<file path="config.mk">
export PLATFORM = sky130hd
export DESIGN_NAME = instruction_to_line
export DESIGN_NICKNAME = d
export VERILOG_FILES = /design/src/rtl/instruction_to_line.sv
export SDC_FILE = /design/constraint.sdc
export NUM_CORES = 1
export LEC_CHECK = 0
export CAP_MARGIN = 20
export CORE_MARGIN = 5
export CORE_UTILIZATION = 35
export DETAILED_ROUTE_END_ITERATION = 8
export DONT_BUFFER_PORTS = 1
export PLACE_DENSITY = 0.59
export SETUP_SLACK_MARGIN = 0.1
export SYNTH_ARGS = -nofsm -noshare
export SYNTH_HDL_FRONTEND = slang
export SYNTH_SLANG_ARGS = --single-unit
</file>
<file path="constraint.sdc">
create_clock -name clk_in -period 5.23 [get_ports clk_in]
set_input_delay 0.2615 -clock clk_in [delete_from_list [all_inputs] [get_ports clk_in]]
set_output_delay 0.2615 -clock clk_in [all_outputs]
set_load 0.01 [all_outputs]
</file>
<file path="src/rtl/instruction_to_line.sv">
// RV32I disassembler: latches one instruction word and streams its assembly text
// as ASCII characters over a valid/ready handshake, ending each line with 0x0A.
module instruction_to_line #(
    parameter int CHAR_PER_LINE = 64
) (
    input  logic                             clk_in,
    input  logic                             rst_in,
    input  logic                             start,
    input  logic [31:0]                      instruction,
    output logic [7:0]                       outgoing_character,
    output logic                             char_valid,
    input  logic                             char_ready,
    output logic [$clog2(CHAR_PER_LINE)-1:0] char_count,
    output logic                             done_flag,
    output logic                             error_flag,
    output logic                             busy_flag
);

    // IDLE wait start | DECODE classify | CONVERT binary->BCD | EMIT stream | DONE/ERROR pulse
    localparam logic [2:0] S_IDLE = 3'd0, S_DECODE = 3'd1, S_CONVERT = 3'd2,
                           S_EMIT = 3'd3, S_DONE = 3'd4, S_ERROR = 3'd5;

    localparam logic [2:0] FMT_R = 3'd0, FMT_I = 3'd1, FMT_LW = 3'd2,
                           FMT_SW = 3'd3, FMT_B = 3'd4, FMT_U = 3'd5;

    localparam logic [3:0] F_MNEM = 4'd0, F_SP = 4'd1, F_RD = 4'd2, F_RS1 = 4'd3,
                           F_RS2 = 4'd4, F_SEP = 4'd5, F_IMM = 4'd6, F_LPAR = 4'd7,
                           F_RPAR = 4'd8, F_NL = 4'd9;

    // Field sequences, first field in the least significant nibble.
    localparam logic [35:0] SEQ_R  = {F_NL, F_NL, F_RS2, F_SEP, F_RS1, F_SEP, F_RD, F_SP, F_MNEM};
    localparam logic [35:0] SEQ_I  = {F_NL, F_NL, F_IMM, F_SEP, F_RS1, F_SEP, F_RD, F_SP, F_MNEM};
    localparam logic [35:0] SEQ_LW = {F_NL, F_RPAR, F_RS1, F_LPAR, F_IMM, F_SEP, F_RD, F_SP, F_MNEM};
    localparam logic [35:0] SEQ_SW = {F_NL, F_RPAR, F_RS1, F_LPAR, F_IMM, F_SEP, F_RS2, F_SP, F_MNEM};
    localparam logic [35:0] SEQ_B  = {F_NL, F_NL, F_IMM, F_SEP, F_RS2, F_SEP, F_RS1, F_SP, F_MNEM};
    localparam logic [35:0] SEQ_U  = {F_NL, F_NL, F_NL, F_NL, F_IMM, F_SEP, F_RD, F_SP, F_MNEM};

    logic [2:0]  state;
    logic [31:0] ins_q;
    logic [27:0] bcd_q;
    logic [20:0] bin_q;
    logic [4:0]  cnv_cnt;
    logic [3:0]  fld_idx;
    logic [2:0]  sub_idx;

    logic [6:0]  opcode, funct7;
    logic [2:0]  funct3, fmt, mlen;
    logic        ok, neg;
    logic [39:0] mnem;
    logic [21:0] imm;
    logic [20:0] mag;

    always_comb begin
        opcode = ins_q[6:0];
        funct3 = ins_q[14:12];
        funct7 = ins_q[31:25];
        ok     = 1'b0;
        fmt    = FMT_R;
        mnem   = "     ";
        imm    = '0;
        case (opcode)
            7'b0110011: begin
                if (funct7 == 7'b0000000) begin
                    ok = 1'b1;
                    case (funct3)
                        3'd0:    mnem = "add  ";
                        3'd1:    mnem = "sll  ";
                        3'd2:    mnem = "slt  ";
                        3'd3:    mnem = "sltu ";
                        3'd4:    mnem = "xor  ";
                        3'd5:    mnem = "srl  ";
                        3'd6:    mnem = "or   ";
                        default: mnem = "and  ";
                    endcase
                end else if (funct7 == 7'b0100000 && funct3 == 3'd0) begin
                    ok   = 1'b1;
                    mnem = "sub  ";
                end else if (funct7 == 7'b0100000 && funct3 == 3'd5) begin
                    ok   = 1'b1;
                    mnem = "sra  ";
                end
            end
            7'b0010011: begin
                fmt = FMT_I;
                ok  = 1'b1;
                imm = {{10{ins_q[31]}}, ins_q[31:20]};
                case (funct3)
                    3'd0: mnem = "addi ";
                    3'd2: mnem = "slti ";
                    3'd3: mnem = "sltiu";
                    3'd4: mnem = "xori ";
                    3'd6: mnem = "ori  ";
                    3'd7: mnem = "andi ";
                    3'd1: begin
                        mnem = "slli ";
                        imm  = {17'd0, ins_q[24:20]};
                        ok   = (funct7 == 7'b0000000);
                    end
                    default: begin
                        imm = {17'd0, ins_q[24:20]};
                        if (funct7 == 7'b0000000)      mnem = "srli ";
                        else if (funct7 == 7'b0100000) mnem = "srai ";
                        else                           ok   = 1'b0;
                    end
                endcase
            end
            7'b0000011: begin
                fmt  = FMT_LW;
                mnem = "lw   ";
                imm  = {{10{ins_q[31]}}, ins_q[31:20]};
                ok   = (funct3 == 3'b010);
            end
            7'b0100011: begin
                fmt  = FMT_SW;
                mnem = "sw   ";
                imm  = {{10{ins_q[31]}}, ins_q[31:25], ins_q[11:7]};
                ok   = (funct3 == 3'b010);
            end
            7'b1100011: begin
                fmt = FMT_B;
                ok  = 1'b1;
                imm = {{9{ins_q[31]}}, ins_q[31], ins_q[7], ins_q[30:25], ins_q[11:8], 1'b0};
                case (funct3)
                    3'd0:    mnem = "beq  ";
                    3'd1:    mnem = "bne  ";
                    3'd4:    mnem = "blt  ";
                    3'd5:    mnem = "bge  ";
                    3'd6:    mnem = "bltu ";
                    3'd7:    mnem = "bgeu ";
                    default: ok   = 1'b0;
                endcase
            end
            7'b0110111: begin
                fmt  = FMT_U;
                ok   = 1'b1;
                mnem = "lui  ";
                imm  = {2'b00, ins_q[31:12]};
            end
            7'b1101111: begin
                fmt  = FMT_U;
                ok   = 1'b1;
                mnem = "jal  ";
                imm  = {ins_q[31], ins_q[31], ins_q[19:12], ins_q[20], ins_q[30:21], 1'b0};
            end
            default: ;
        endcase
    end

    always_comb begin
        mlen = 3'd0;
        for (int k = 0; k < 5; k++)
            if (mnem[39-8*k -: 8] != 8'h20) mlen = 3'(k + 1);
    end

    assign neg = imm[21];
    assign mag = neg ? 21'(-imm) : imm[20:0];

    logic [27:0] bcd_adj;
    logic [2:0]  ndig;

    always_comb begin
        bcd_adj = bcd_q;
        ndig    = 3'd1;
        for (int d = 0; d < 7; d++) begin
            if (bcd_q[4*d +: 4] >= 4'd5) bcd_adj[4*d +: 4] = bcd_q[4*d +: 4] + 4'd3;
            if (bcd_q[4*d +: 4] != 4'd0) ndig = 3'(d + 1);
        end
    end

    logic [35:0] seq;
    logic [3:0]  fld, flen;
    logic [4:0]  reg_sel, r_units;
    logic [1:0]  r_tens;
    logic [2:0]  p, di;
    logic [3:0]  dig;
    logic [7:0]  mch, ch;
    logic        last_char;

    always_comb begin
        case (fmt)
            FMT_I:   seq = SEQ_I;
            FMT_LW:  seq = SEQ_LW;
            FMT_SW:  seq = SEQ_SW;
            FMT_B:   seq = SEQ_B;
            FMT_U:   seq = SEQ_U;
            default: seq = SEQ_R;
        endcase
        fld = 4'(seq >> {fld_idx, 2'b00});

        case (fld)
            F_RS1:   reg_sel = ins_q[19:15];
            F_RS2:   reg_sel = ins_q[24:20];
            default: reg_sel = ins_q[11:7];
        endcase
        r_tens  = (reg_sel >= 5'd30) ? 2'd3 : (reg_sel >= 5'd20) ? 2'd2 :
                  (reg_sel >= 5'd10) ? 2'd1 : 2'd0;
        r_units = reg_sel - 5'(r_tens * 4'd10);

        mch = 8'(mnem >> {(3'd4 - sub_idx), 3'b000});
        p   = sub_idx - {2'b00, neg};
        di  = ndig - 3'd1 - p;
        dig = 4'(bcd_q >> {di, 2'b00});

        flen = 4'd1;
        ch   = 8'h0A;
        case (fld)
            F_MNEM: begin
                flen = {1'b0, mlen};
                ch   = mch;
            end
            F_SP: ch = 8'h20;
            F_RD, F_RS1, F_RS2: begin
                flen = (reg_sel >= 5'd10) ? 4'd3 : 4'd2;
                if (sub_idx == 3'd0)                             ch = 8'h78;
                else if (sub_idx == 3'd1 && reg_sel >= 5'd10)    ch = 8'h30 + {6'd0, r_tens};
                else                                             ch = 8'h30 + {3'd0, r_units};
            end
            F_SEP: begin
                flen = 4'd2;
                ch   = (sub_idx == 3'd0) ? 8'h2C : 8'h20;
            end
            F_IMM: begin
                flen = {1'b0, ndig} + {3'd0, neg};
                ch   = (neg && sub_idx == 3'd0) ? 8'h2D : 8'h30 + {4'd0, dig};
            end
            F_LPAR:  ch = 8'h28;
            F_RPAR:  ch = 8'h29;
            default: ch = 8'h0A;
        endcase
        last_char = ({1'b0, sub_idx} == flen - 4'd1);
    end

    always_ff @(posedge clk_in or negedge rst_in) begin
        if (!rst_in) begin
            state      <= S_IDLE;
            ins_q      <= '0;
            bcd_q      <= '0;
            bin_q      <= '0;
            cnv_cnt    <= '0;
            fld_idx    <= '0;
            sub_idx    <= '0;
            char_count <= '0;
        end else begin
            case (state)
                S_IDLE: if (start) begin
                    ins_q      <= instruction;
                    char_count <= '0;
                    state      <= S_DECODE;
                end
                S_DECODE: begin
                    bin_q   <= mag;
                    bcd_q   <= '0;
                    cnv_cnt <= 5'd20;
                    fld_idx <= '0;
                    sub_idx <= '0;
                    if (!ok)               state <= S_ERROR;
                    else if (fmt == FMT_R) state <= S_EMIT;
                    else                   state <= S_CONVERT;
                end
                S_CONVERT: begin
                    {bcd_q, bin_q} <= {bcd_adj, bin_q} << 1;
                    if (cnv_cnt == 5'd0) state   <= S_EMIT;
                    else                 cnv_cnt <= cnv_cnt - 1'b1;
                end
                S_EMIT: if (char_ready) begin
                    char_count <= char_count + 1'b1;
                    if (last_char) begin
                        sub_idx <= '0;
                        fld_idx <= fld_idx + 1'b1;
                        if (fld == F_NL) state <= S_DONE;
                    end else begin
                        sub_idx <= sub_idx + 1'b1;
                    end
                end
                default: state <= S_IDLE;
            endcase
        end
    end

    assign char_valid         = (state == S_EMIT);
    assign outgoing_character = char_valid ? ch : 8'h00;
    assign done_flag          = (state == S_DONE);
    assign error_flag         = (state == S_ERROR);
    assign busy_flag          = (state != S_IDLE);

endmodule

</file>
Word level (Yosys, flattened, before mapping)
Cells that the tools add are included.
{"block": "op_classes", "n_reduce_logical": 32, "n_mul": 1, "eq_ne": 47, "n_mux": 73, "add_sub_neg": 22, "shifts": 3, "order_cmp": 10}
{"operator": "case mux 40 bit (7 select lines)", "n": 1}
{"operator": "case mux 39 bit (7 select lines)", "n": 1}
{"operator": "case mux 37 bit (7 select lines)", "n": 1}
{"operator": "case mux 39 bit (6 select lines)", "n": 1}
{"operator": "two-way mux 39 bit", "n": 4}
{"operator": "case mux 29 bit (5 select lines)", "n": 1}
{"operator": "case mux 22 bit (6 select lines)", "n": 1}
{"operator": "case mux 28 bit (2 select lines)", "n": 1}
{"operator": "case mux 8 bit (7 select lines)", "n": 1}
{"operator": "two-way mux 3 bit", "n": 18}
{"operator": "case mux 21 bit (2 select lines)", "n": 1}
{"operator": "two-way mux 40 bit", "n": 1}
{"operator": "inequality test 8 x 6 -> 1 bit, second input constant", "n": 5}
{"operator": ">> shifter 40 x 6 -> 8 bit", "n": 1}
{"operator": "two-way mux 4 bit", "n": 9}
{"operator": ">> shifter 36 x 6 -> 4 bit", "n": 1}
{"operator": "== test 7 x 6 -> 1 bit, second input constant", "n": 4}
{"operator": "greater-or-equal comparator 4 x 3 -> 1 bit, second input constant", "n": 7}
{"operator": ">> shifter 28 x 5 -> 4 bit", "n": 1}
{"operator": "adder 4 x 2 -> 4 bit, second input constant", "n": 6}
{"operator": "== test 3 bit, second input constant", "n": 8}
{"operator": "nonzero test 4 bit", "n": 6}
{"operator": "two-way mux 22 bit", "n": 1}
{"operator": "two-way mux 21 bit", "n": 1}
{"operator": "other kinds (59)", "n": 106}
{"block": "word_totals", "in_bits": 36, "regBits": 102, "elab_cells": 196, "output_inout_bits": 18}

Longest topological paths before layout
Gate-level depths: netlist of the first run.
{"block": "depth", "depth_word": 19, "depth_mapped": 21, "mapped_depth_nobuf": 20}

Least setup slack after synthesis of the first run
Ideal clock, no wire load.
{"block": "synth_path", "path_type": "reg-to-output", "from": "register ins_q[6]", "to": "output port outgoing_character[0]", "arrival_time_ns": 4.395, "path_buffers": 3, "slack_ns": 0.573, "stages_incl_launch_ff": 20, "cell_sequence": "dfrtp_1 -> buf_2 -> or3_1 -> a211oi_1 -> or3_1 -> clkbuf_1 -> nand2_1 -> clkinv_1 -> fa_1 -> inv_1 -> fa_1 -> xnor2_1 -> xnor2_1 -> clkbuf_1 -> mux4_2 -> mux2_2 -> a21oi_1 -> o22ai_1 -> a22oi_1 -> nor2_1"}
{"block": "synth_via", "elab_chain_cells": 17, "elab_cells_between_ends": 50, "cone_classes": "add/sub (6); order compare (3); eq/ne (20); shift (3); mux (13); reduce/logical (5)"}
{"item": "start: declaration", "line_no": "39", "rtl": "logic [31:0] ins_q;"}
{"item": "start signal: assignment", "line_no": "246", "rtl": "ins_q <= instruction;"}
{"item": "== test 7 bit or == test 7 x 6 -> 1 bit (tied branches)", "line_no": "61", "rtl": "case (opcode)"}
{"item": "OR reduction 2 bit (no source line)"}
{"item": "case mux 3 bit (5 select lines)", "line_no": "61"}
{"item": "== test 3 bit (tied with other cells)", "line_no": "180", "rtl": "case (fmt)"}
{"item": "case mux 29 bit (5 select lines)", "line_no": "180"}
{"item": ">> shifter 36 x 6 -> 4 bit", "line_no": "188", "rtl": "fld = 4'(seq >> {fld_idx, 2'b00});"}
{"item": "== test 4 x 3 -> 1 bit or == test 4 x 2 -> 1 bit (tied branches)", "line_no": "190, 206"}
{"item": "case mux 5 bit (2 select lines)", "line_no": "190", "rtl": "case (fld)"}
{"item": "greater-or-equal comparator 5 x 4 -> 1 bit", "line_no": "196, 215"}
{"item": "two-way mux 1 bit", "line_no": "196", "rtl": "(reg_sel >= 5'd10) ? 2'd1 : 2'd0;"}
{"item": "two-way mux 2 bit (2 in a row)", "line_no": "195", "rtl": "r_tens = (reg_sel >= 5'd30) ? 2'd3 : (reg_sel >= 5'd20) ? 2'd2 :"}
{"item": "adder 6 x 2 -> 7 bit", "line_no": "215", "rtl": "else if (sub_idx == 3'd1 && reg_sel >= 5'd10) ch = 8'h30 + {6'd0, r_tens};"}
{"item": "two-way mux 7 bit", "line_no": "215"}
{"item": "two-way mux 7 bit", "line_no": "214", "rtl": "if (sub_idx == 3'd0) ch = 8'h78;"}
{"item": "case mux 8 bit (7 select lines) (*)", "line_no": "206", "rtl": "case (fld)"}
{"item": "two-way mux 8 bit (*)", "line_no": "281", "rtl": "assign outgoing_character = char_valid ? ch : 8'h00;"}
{"item": "end: declaration", "line_no": "10", "rtl": "output logic [7:0] outgoing_character,"}
Every way passes the cells marked *; elsewhere a longest branch is shown, timed or not.

Final worst setup path of the first run
{"block": "layout_path", "from": "register ins_q[4]", "to": "output port outgoing_character[6]"}
{"block": "layout_via", "elab_chain_cells": 19, "elab_cells_between_ends": 51, "cone_classes": "add/sub (6); mul (1); order compare (3); eq/ne (20); shift (3); mux (13); reduce/logical (5)"}
{"item": "== test 7 bit or == test 7 x 6 -> 1 bit (tied branches)", "line_no": "61"}
{"item": "OR reduction 2 bit (no source line)"}
{"item": "case mux 3 bit (5 select lines)", "line_no": "61"}
{"item": "== test 3 bit (tied with other cells)", "line_no": "180"}
{"item": "case mux 29 bit (5 select lines)", "line_no": "180"}
{"item": ">> shifter 36 x 6 -> 4 bit", "line_no": "188"}
{"item": "== test 4 x 3 -> 1 bit or == test 4 x 2 -> 1 bit (tied branches)", "line_no": "190, 206"}
{"item": "case mux 5 bit (2 select lines)", "line_no": "190"}
{"item": "[2 not listed]"}
{"item": "two-way mux 2 bit (2 in a row)", "line_no": "195"}
{"item": "multiplier 2 x 3 -> 4 bit", "line_no": "197", "rtl": "r_units = reg_sel - 5'(r_tens * 4'd10);"}
{"item": "subtractor 5 bit", "line_no": "197"}
{"item": "adder 6 x 5 -> 7 bit", "line_no": "216", "rtl": "else ch = 8'h30 + {3'd0, r_units};"}
{"item": "two-way mux 7 bit", "line_no": "215"}
{"item": "two-way mux 7 bit", "line_no": "214"}
{"item": "case mux 8 bit (7 select lines) (*)", "line_no": "206"}
{"item": "two-way mux 8 bit (*)", "line_no": "281"}
Marks and branches as above.

==> run metrics, run 1 <==
Starting Density=35.37%; count of final hold-check violations=0; most frequent cells in the layout=98 x dfrtp_1, 87 x nand2_1, 79 x o21ai_0, 57 x nor2_1, 55 x a21oi_1; Clock transition at path regs=80 ps; Worst Path Arrival=4800 ps; # rows=55; Worst setup SP type=register; synthesized area=7959 sq um; Cell variety after synth=79; vias in the first global route=6933; maxcap violations=0; Initial DRC Count=764; initial antenna violation count=0; Final ANT Viol Nets=0; most common cell after layout, fill and taps aside=dfrtp_1; maximum clock rate=0.1976 GHz; Cells on Worst Hold Path=2; Boundary Pins=54; drt pass-1 iters=7; CP Max Fanout=8; vias post-DR=7421; core area=22500 sq um; clk buf depth=2; synthesized instance count=936; Least-Margin Pin Slew=1062 ps; Rel. slew slack=29.01%; final setup margin=170.5 ps; Residual DRC=0; RSZ-0062 raised after global routing=true; port bufs=0; syn avg cell area=8.503 sq um; ys async rst share=100.0%; largest net degree at the start of global routing=103; status=completed; final WL=23790 microns; CTS tree=yes; fin cells=1241; Tmin final=5059 ps; Critical Path End Type=output pin; synthesis-to-finish area growth=14.49%; ys flop type=dfrtp_1; root buffer cell=clkbuf_16; Routed WL per cell=19.17 microns; post-synthesis register bit count=102; Max VDD drop=0.0002780 V; Total GRT Usage=18.01%; TritonCTS Buffers=9; Leak Pwr=3.633 nW; Final Slew Violations=0; # diodes=0; pre-CTS setup slack=130.4 ps; layout net count=1023; CTS H-tree lvls=3; FILL cells=2237; Layout Skew=10.05 ps; area of the multi-input gates=5269 sq um; period utilization=96.74%; Syn. warnings=0; clock latency on the worst-skew pair=360 ps; die height=160.8 microns; Die Wd=160.8 microns; placed cell count=1207; FF/Latch Area=2557 sq um; Final Setup Violations=0; EDFF count, synth=0; power per cell area=608.2 nW/um^2; net count after synthesis=1008; hold crit path type=in -> reg; worst reg-to-reg path cell count=19; CP Class=reg -> out; grt total ovfl=0; WP data required=4970 ps; HPWL after DPL=17370 microns; clk sinks=102; vias per cell=5.980; first-pass GRT wire length=38320 microns; sequential element share of the synthesized area=32.07%; die area=25860 sq um; gp weighted congestion=0.9669; share of layout cells above drive strength 1=17.26%
==> critical path, stage by stage (launching register included) <==
cell and delay [ps]:
dfrtp_2 460, nand2b_4 190, or4_4 520, a221oi_4 290
o21ai_2 140, or3_4 470, buf_6 150, a311o_1 390
o221ai_2 270, ha_2 220, inv_2 40, a21o_1 170
a21oi_2 150, nor4_2 60, a31oi_1 210, a2bb2oi_2 260
nor2b_4 190, o21ai_2 90, buf_4 150
==> metal layers <==
layer	global-route usage [%]	share of wire [%]	up-vias
met5	0	0	-
met1	25.99	46	3582
met3	3.875	7.2	48
met4	5.622	2.5	0
li1	-	-	3516
met2	26.98	44	275
==> Yosys cell counts (8+ instances only) <==
cell	number	area, sq um
nand3_1	30	150.1
inv_1	43	161.4
xnor2_1	21	183.9
o31ai_1	12	90.09
a221oi_1	10	87.58
nor2_1	60	225.2
o21ai_0	82	410.4
nor4_1	10	62.56
a31oi_1	8	50.05
mux2i_1	9	90.09
nand2b_1	14	87.58
clkbuf_1	41	153.9
mux2_2	31	349.1
nor3_1	20	100.1
dfrtp_1	102	2552
nor2b_1	15	93.84
o22ai_1	19	118.9
a21oi_1	58	290.3
ha_1	33	412.9
buf_2	9	45.04
or3_1	10	62.56
a22oi_1	28	210.2
a211oi_1	8	60.06
and3_1	8	50.05
nand2_1	87	326.6
xor2_1	22	192.7
==> repair_timing <==
item | CTS | global route
endpoints found under the hold margin | 103 | 0
buffers inserted | 1 | 15
setup endpoints to repair | 4 | 11
gates resized for setup | 12 | 44
pin swaps | 1 | 18
hold buffers | 3 | 0
==> where the power goes <==
group	switching, mW	total, mW	internal, mW
clock network	0.346	0.685	0.339
logic	2.00	3.43	1.42
registers	0.373	1.43	1.05
total	2.72	5.54	2.82
==> final cells by class <==
| class | count | area share (%) |
|---|---|---|
| timing repair buffer | 58 | 5.149 |
| sequential | 102 | 28.07 |
| clock inverter | 7 | 0.7277 |
| tap | 285 | 3.913 |
| clock buffer | 9 | 2.472 |
| multi-input combinational | 735 | 57.82 |
| inverter | 45 | 1.854 |
==> registers in the layout (all words and copies together) (netlist names) <==
| register | flops |
|---|---|
| char_count | 6 |
| bin_q | 21 |
| cnv_cnt | 5 |
| state | 3 |
| ins_q | 32 |
| bcd_q | 28 |
| fld_idx | 4 |
| sub_idx | 3 |
==> logic make-up (layout without fill, tap and decap cells) <==
| kind of cell | Yosys count | after routing | synth area share, % |
|---|---|---|---|
| adders and majority gates | 36 | 36 | 5.943 |
| xor gates and xnor gates | 43 | 43 | 4.732 |
| other | 1 | 1 | 0.04712 |
| and+or+nand+nor | 301 | 301 | 19.27 |
| DFF | 102 | 102 | 32.07 |
| muxes | 45 | 45 | 6.823 |
| buffers and inverters | 99 | 119 | 5.046 |
| AOI/OAI and AO/OA | 309 | 309 | 26.07 |
==> path summary, 6_finish.rpt <==
kind | to | slack [ps] | start
worst max register to register | fld_idx[3] | 300 | ins_q[4]
worst max-delay path | outgoing_character[6] | 170 | ins_q[4]
worst min register to register | bin_q[0] | 500 | bin_q[0]
worst min-delay path | ins_q[20] | 20 | instruction[20]
max in group asynchronous | ins_q[24] | 4260 | rst_in
min in group asynchronous | cnv_cnt[2] | 470 | rst_in
==> per-stage QoR <==
step           power [mW]  cell area (sq um)  TNS [ps]  util, %  hold WS, ps
3_3_place_gp        4.313               8393         0    37.30       -26.52
3_5_place_dp        4.333               8393         0    37.30       -25.95
6_report            5.543               9112         0    40.49        15.47
2_1_floorplan       3.476               7959         0        -       -34.09
4_1_cts             5.135               8787         0    39.05        3.745
5_1_grt             5.954               9112    -42.41    40.49        18.50
Power figures use the tool's default switching activity.
==> run 2: changes to the inputs <==
--- a/config.mk
+++ b/config.mk
@@ -8,6 +8,8 @@
 export CAP_MARGIN = 20
 export CORE_MARGIN = 5
 export CORE_UTILIZATION = 35
+export CTS_BUF_LIST = sky130_fd_sc_hd__clkbuf_2
+export CTS_CLUSTER_SIZE = 25
 export DETAILED_ROUTE_END_ITERATION = 8
 export DONT_BUFFER_PORTS = 1
 export PLACE_DENSITY = 0.59
==> run metrics, run 2 (same netlist as run 1, synthesis figures left out) <==
Boundary Pins=54 (unchanged); Starting Density=35.37% (unchanged); CP Max Fanout=6 (-2); Layout Skew=53.43 ps (+43.38 ps); share of layout cells above drive strength 1=19.31% (+2.1 points); die area=25860 sq um (unchanged); Rel. slew slack=29.63% (+0.62 points); vias in the first global route=7371 (+6.3%); Buf+Inv Stages, Crit Path=3 (unchanged); most common cell after layout, fill and taps aside=dfrtp_1; gp weighted congestion=0.9669 (unchanged); fin cells=1300 (+4.8%); RSZ-0062 raised after global routing=true; HPWL after DPL=17370 microns (unchanged); hold crit path type=in -> async; slowest CP cell=dfrtp_2; Initial DRC Count=811 (+6.2%); Final Setup Violations=3 (+3); placed cell count=1207 (unchanged); core area=22500 sq um (unchanged); max FFs per register=32 (unchanged); CP top delay family=compound AO/OA/AOI/OAI gates; Residual DRC=0 (unchanged); WP data required=4970 ps (about the same); # diodes=0 (unchanged); Clock transition at path regs=340 ps (+260 ps); most frequent cells in the layout=98 x dfrtp_1, 86 x nand2_1, 79 x o21ai_0, 65 x buf_4, 57 x nor2_1; root buffer cell=clkbuf_2; CP Class=reg -> out; Tmin final=5426 ps (+366.3 ps); status=complete, but fails checks; Max VDD drop=0.0002580 V (-7.2%); Routed WL per cell=19.14 microns (-0.18%); final WL=24880 microns (+4.6%); largest net degree at the start of global routing=103 (unchanged); CP Cell Sequence=nand2b_4 -> or4_4 -> a221oi_4 -> o21ai_2 -> or3_4 -> a311o_1 -> or3_1 -> o221ai_2 -> ha_2 -> inv_2 -> a21o_1 -> a21oi_2 -> buf_4 -> a31oi_1 -> a2bb2oi_2 -> o21ai_2 -> a21oi_1 -> buf_4; vias post-DR=7736 (+4.2%); Die Wd=160.8 microns (unchanged); count of final hold-check violations=0 (unchanged); initial antenna violation count=0 (unchanged); Final ANT Viol Nets=0 (unchanged); power per cell area=568.6 nW/um^2 (-6.5%); clk sinks=102 (unchanged); vias per cell=5.951 (-0.49%); synthesis-to-finish area growth=20.37%; Worst path max stage delay=540 ps (+20 ps); TritonCTS Buffers=9 (unchanged); Leak Pwr=3.863 nW (+6.3%); CTS tree=yes; Worst setup SP type=register; maxcap violations=0 (unchanged); Worst Path Arrival=5160 ps (+360 ps); port bufs=0 (unchanged); pre-CTS setup slack=130.4 ps (unchanged); placed cell area=8393 sq um (unchanged); layout net count=1082 (+5.8%); Total GRT Usage=18.71% (+0.70 points); final instance area=9580 sq um (+5.1%); clk buf depth=2 (unchanged); top flop regs=ins_q (32), bcd_q (28), bin_q (21); failing checks=setup timing; Final Slew Violations=0 (unchanged); die height=160.8 microns (unchanged); period utilization=103.7% (+7.0 points); final setup margin=-195.8 ps (-366.3 ps); drt pass-1 iters=6 (-1); Largest Register=ins_q; first-pass GRT wire length=39950 microns (+4.3%); # rows=55 (unchanged); CTS H-tree lvls=3 (unchanged); Least-Margin Pin Slew=1053 ps (-9.296 ps); maximum clock rate=0.1843 GHz (-6.8%); clock latency on the worst-skew pair=680 ps (+320 ps); grt total ovfl=0 (unchanged); Critical Path End Type=output pin
==> run 2: timing repair <==
| item | CTS | global route |
|---|---|---|
| hold buffers | 41 | 0 |
| hold endpoints to repair | 142 | 0 |
| setup endpoints to repair | 8 | 11 |
| buffers inserted | 24 | 12 |
| pin swaps | 14 | 17 |
| gates resized for setup | 41 | 32 |
| gates cloned | 0 | 1 |
==> run 2: metal layers <==
metal	routed length, microns	share of wire [%]	GRT usage [%]
met1	11340	46	26.42
met2	11190	45	28.78
met3	1697	6.8	3.823
met4	648	2.6	6.010
met5	0	0	0
==> run 2: where the power goes <==
part	total [mW]	internal [mW]	switching (mW)
Clock	0.401	0.0809	0.320
Sequential	1.42	1.05	0.373
Combinational	3.62	1.55	2.07
==> run 2: area by class of cell <==
type,count,area [sq um]
clock inverters,7,66.31
flip-flops and latches,102,2557
well taps,285,356.6
inverters,45,168.9
clock buffers,9,45.04
repair buffers,117,1046
multi-input cells,735,5340
fillers,2193,12920
==> run 2: final timing paths <==
path	startpoint	endpoint	slack (ps)	cells past startpoint
max	ins_q[4]	outgoing_character[4]	-200	18
min	rst_in	cnv_cnt[2]	90	2
max reg2reg	ins_q[2]	fld_idx[3]	200	20
min reg2reg	cnv_cnt[0]	cnv_cnt[0]	530	1
max in group asynchronous	rst_in	ins_q[19]	4580	2
min in group clk_in	char_ready	fld_idx[0]	100	4
==> run 2: stage by stage <==
step                      util (%)  power, mW  TNS, ps  hold WS (ps)
after floorplan                  -      3.476        0        -34.09
after global placement       37.30      4.313        0        -26.52
after detailed placement     37.30      4.333        0        -25.95
after CTS                    41.28      5.152   -107.9         44.74
after global routing         42.57      5.851    -1781         44.21
final                        42.57      5.448   -515.1         92.53
==> run 2: worst reg2reg max path, delay by kind of cell (launching register included) <==
kind | cells | cell delay [ps]
AND/OR/NAND/NOR | 6 | 1740
AO/OA/AOI/OAI | 6 | 1370
buffers and inverters | 4 | 540
flip-flops | 1 | 530
multiplexers | 2 | 330
adder cells (fa/ha/maj) | 1 | 310
XOR/XNOR | 1 | 150
==> run 3: changes to the inputs <==
--- a/config.mk
+++ b/config.mk
@@ -12,6 +12,7 @@
 export CTS_CLUSTER_SIZE = 25
 export DETAILED_ROUTE_END_ITERATION = 8
 export DONT_BUFFER_PORTS = 1
+export MAX_ROUTING_LAYER = met4
 export PLACE_DENSITY = 0.59
 export SETUP_SLACK_MARGIN = 0.1
 export SYNTH_ARGS = -nofsm -noshare
==> run metrics, run 3 (same netlist as run 1, synthesis figures left out) <==
status=complete, but fails checks; failing checks=setup timing; die area=25860 sq um (unchanged); Starting Density=35.37% (unchanged); Worst R2R End=fld_idx[3]; maximum clock rate=0.1831 GHz (-0.66%); gp weighted congestion=0.9448 (-2.3%); CP top delay family=compound AO/OA/AOI/OAI gates; Buf+Inv Stages, Crit Path=3 (unchanged); Routed WL per cell=19.17 microns (+0.17%); Hold WS=117.5 ps (+24.92 ps); Final ANT Viol Nets=0 (unchanged); Die Wd=160.8 microns (unchanged); # rows=55 (unchanged); Max VDD drop=0.0002891 V (+12%); grt total ovfl=0 (unchanged); Tot Pwr=5.566 mW (+2.2%); core area=22500 sq um (unchanged); clk buf depth=2 (unchanged); Rel. slew slack=28.22% (-1.4 points); most frequent cells in the layout=98 x dfrtp_1, 86 x nand2_1, 79 x o21ai_0, 71 x buf_4, 57 x nor2_1; R2R Path Start=ins_q[6]; Cells on Worst Hold Path=3; setup TNS after final layout=-670.5 ps (-155.4 ps); Worst Path Arrival=5200 ps (+40 ps); RSZ-0062 raised after global routing=true; max FFs per register=32 (unchanged); clk sinks=102 (unchanged); Final Setup Violations=3 (unchanged); slowest CP cell=or4_4; root buffer cell=clkbuf_2; top flop regs=ins_q (32), bcd_q (28), bin_q (21); CTS tree=yes; Critical Path End Type=output pin; initial antenna violation count=1 (+1); Clock transition at path regs=340 ps (about the same); die height=160.8 microns (unchanged); Initial DRC Count=618 (-24%); vias post-DR=7710 (-0.34%); largest net degree at the start of global routing=103 (unchanged); layout net count=1082 (unchanged); Largest Register=ins_q; FILL cells=2206 (+0.59%); Residual DRC=0 (unchanged); final WL=24940 microns (+0.25%); maxcap violations=0 (unchanged); CP Cell Sequence=buf_6 -> or4_4 -> a221oi_4 -> o21ai_2 -> or3_4 -> a311o_1 -> or3_4 -> o221ai_4 -> ha_2 -> inv_2 -> a21o_1 -> a21oi_2 -> nor4_2 -> a31oi_1 -> a2bb2oi_2 -> o21ai_2 -> a21oi_2 -> buf_4; clock latency on the worst-skew pair=660 ps (-20 ps); most common cell after layout, fill and taps aside=dfrtp_1; worst reg-to-reg path cell count=19 (-5.0%); drt pass-1 iters=6 (unchanged); CP Depth=18 (unchanged); WP data required=4970 ps (about the same); port bufs=0 (unchanged); count of final hold-check violations=0 (unchanged); final setup margin=-231.6 ps (-35.84 ps); HPWL after DPL=17470 microns (+0.55%); Worst setup SP type=register; placed cell count=1210 (+0.25%); first-pass GRT wire length=39660 microns (-0.73%); Leak Pwr=3.835 nW (-0.73%); Final Slew Violations=0 (unchanged); Least-Margin Pin Slew=1074 ps (+21.04 ps); period utilization=104.4% (+0.69 points); Worst path max stage delay=560 ps (+20 ps); r2r setup slk=330 ps (+130 ps); HP Start=char_ready; Hold Crit Endpoint=sub_idx[0]; TritonCTS Buffers=9 (unchanged); power per cell area=581.2 nW/um^2 (+2.2%); share of layout cells above drive strength 1=20.00% (+0.69 points); Total GRT Usage=19.38% (+0.67 points); Boundary Pins=54 (unchanged); Layout Skew=40.90 ps (-12.53 ps); synthesis-to-finish area growth=20.33% (about the same); Tmin final=5462 ps (+35.84 ps); vias in the first global route=7379 (+0.11%); hold crit path type=in -> reg; CTS H-tree lvls=3 (unchanged); CP Class=reg -> out; CP Max Fanout=6 (unchanged); vias per cell=5.926 (-0.41%); fin cells=1301 (+0.077%)
[run 3: tightest hold or removal path: cells and delay by family]
family,cells,cell delay (ps)
compound gates,2,260
simple gates,1,270
[run 3: stage by stage]
| stage | instance area (sq um) | util (%) | setup WS [ps] |
|---|---|---|---|
| 2_1_floorplan | 7959 | - | 573.3 |
| 6_report | 9577 | 42.56 | -231.6 |
| 3_3_place_gp | 8416 | 37.40 | 268.7 |
| 5_1_grt | 9577 | 42.56 | -439.1 |
| 4_1_cts | 9323 | 41.43 | -162.5 |
| 3_5_place_dp | 8416 | 37.40 | 141.6 |
[run 3: what timing repair did]
item | 4_1_cts | 5_1_grt
buffers inserted | 27 | 9
setup endpoints to repair | 7 | 17
hold buffers | 39 | 0
endpoints found under the hold margin | 142 | 0
pin swaps | 20 | 22
gates resized for setup | 40 | 37
[run 3: per-layer routing]
layer	track usage [%]	wire length, microns	part of all wire, %	vias to the layer above
li1	-	-	-	3621
met4	5.079	427	1.7	0
met2	30.10	11610	47	253
met1	26.23	11370	46	3801
met3	3.490	1526	6.1	35
met5	-	0	0	-
[run 3: worst max-delay path by stage]
stage	startpoint	to	slack, ps
4_1_cts	ins_q[3]	outgoing_character[6]	-160
3_5_place_dp	ins_q[4]	outgoing_character[5]	140
2_1_floorplan	ins_q[6]	outgoing_character[0]	570
5_1_grt	fld_idx[0]	outgoing_character[4]	-440
6_report	ins_q[6]	outgoing_character[5]	-230
3_3_place_gp	ins_q[2]	outgoing_character[5]	270
[run 3: area by class of cell]
type / count / area (sq um) / share of cell area, %
Multi-Input combinational cell: 735 / 5353 / 55.89
Sequential cell: 102 / 2557 / 26.70
Timing Repair Buffer: 117 / 1020 / 10.65
Tap cell: 285 / 356.6 / 3.724
Inverter: 45 / 168.9 / 1.764
Clock inverter: 7 / 73.82 / 0.7708
Clock buffer: 9 / 45.04 / 0.4703
Antenna cell: 1 / 2.502 / 0.02613
[run 3: report_power, final]
| part | total, mW | internal (mW) | switching [mW] |
|---|---|---|---|
| registers | 1.42 | 1.05 | 0.371 |
| logic | 3.74 | 1.61 | 2.13 |
| clock network | 0.408 | 0.0822 | 0.326 |
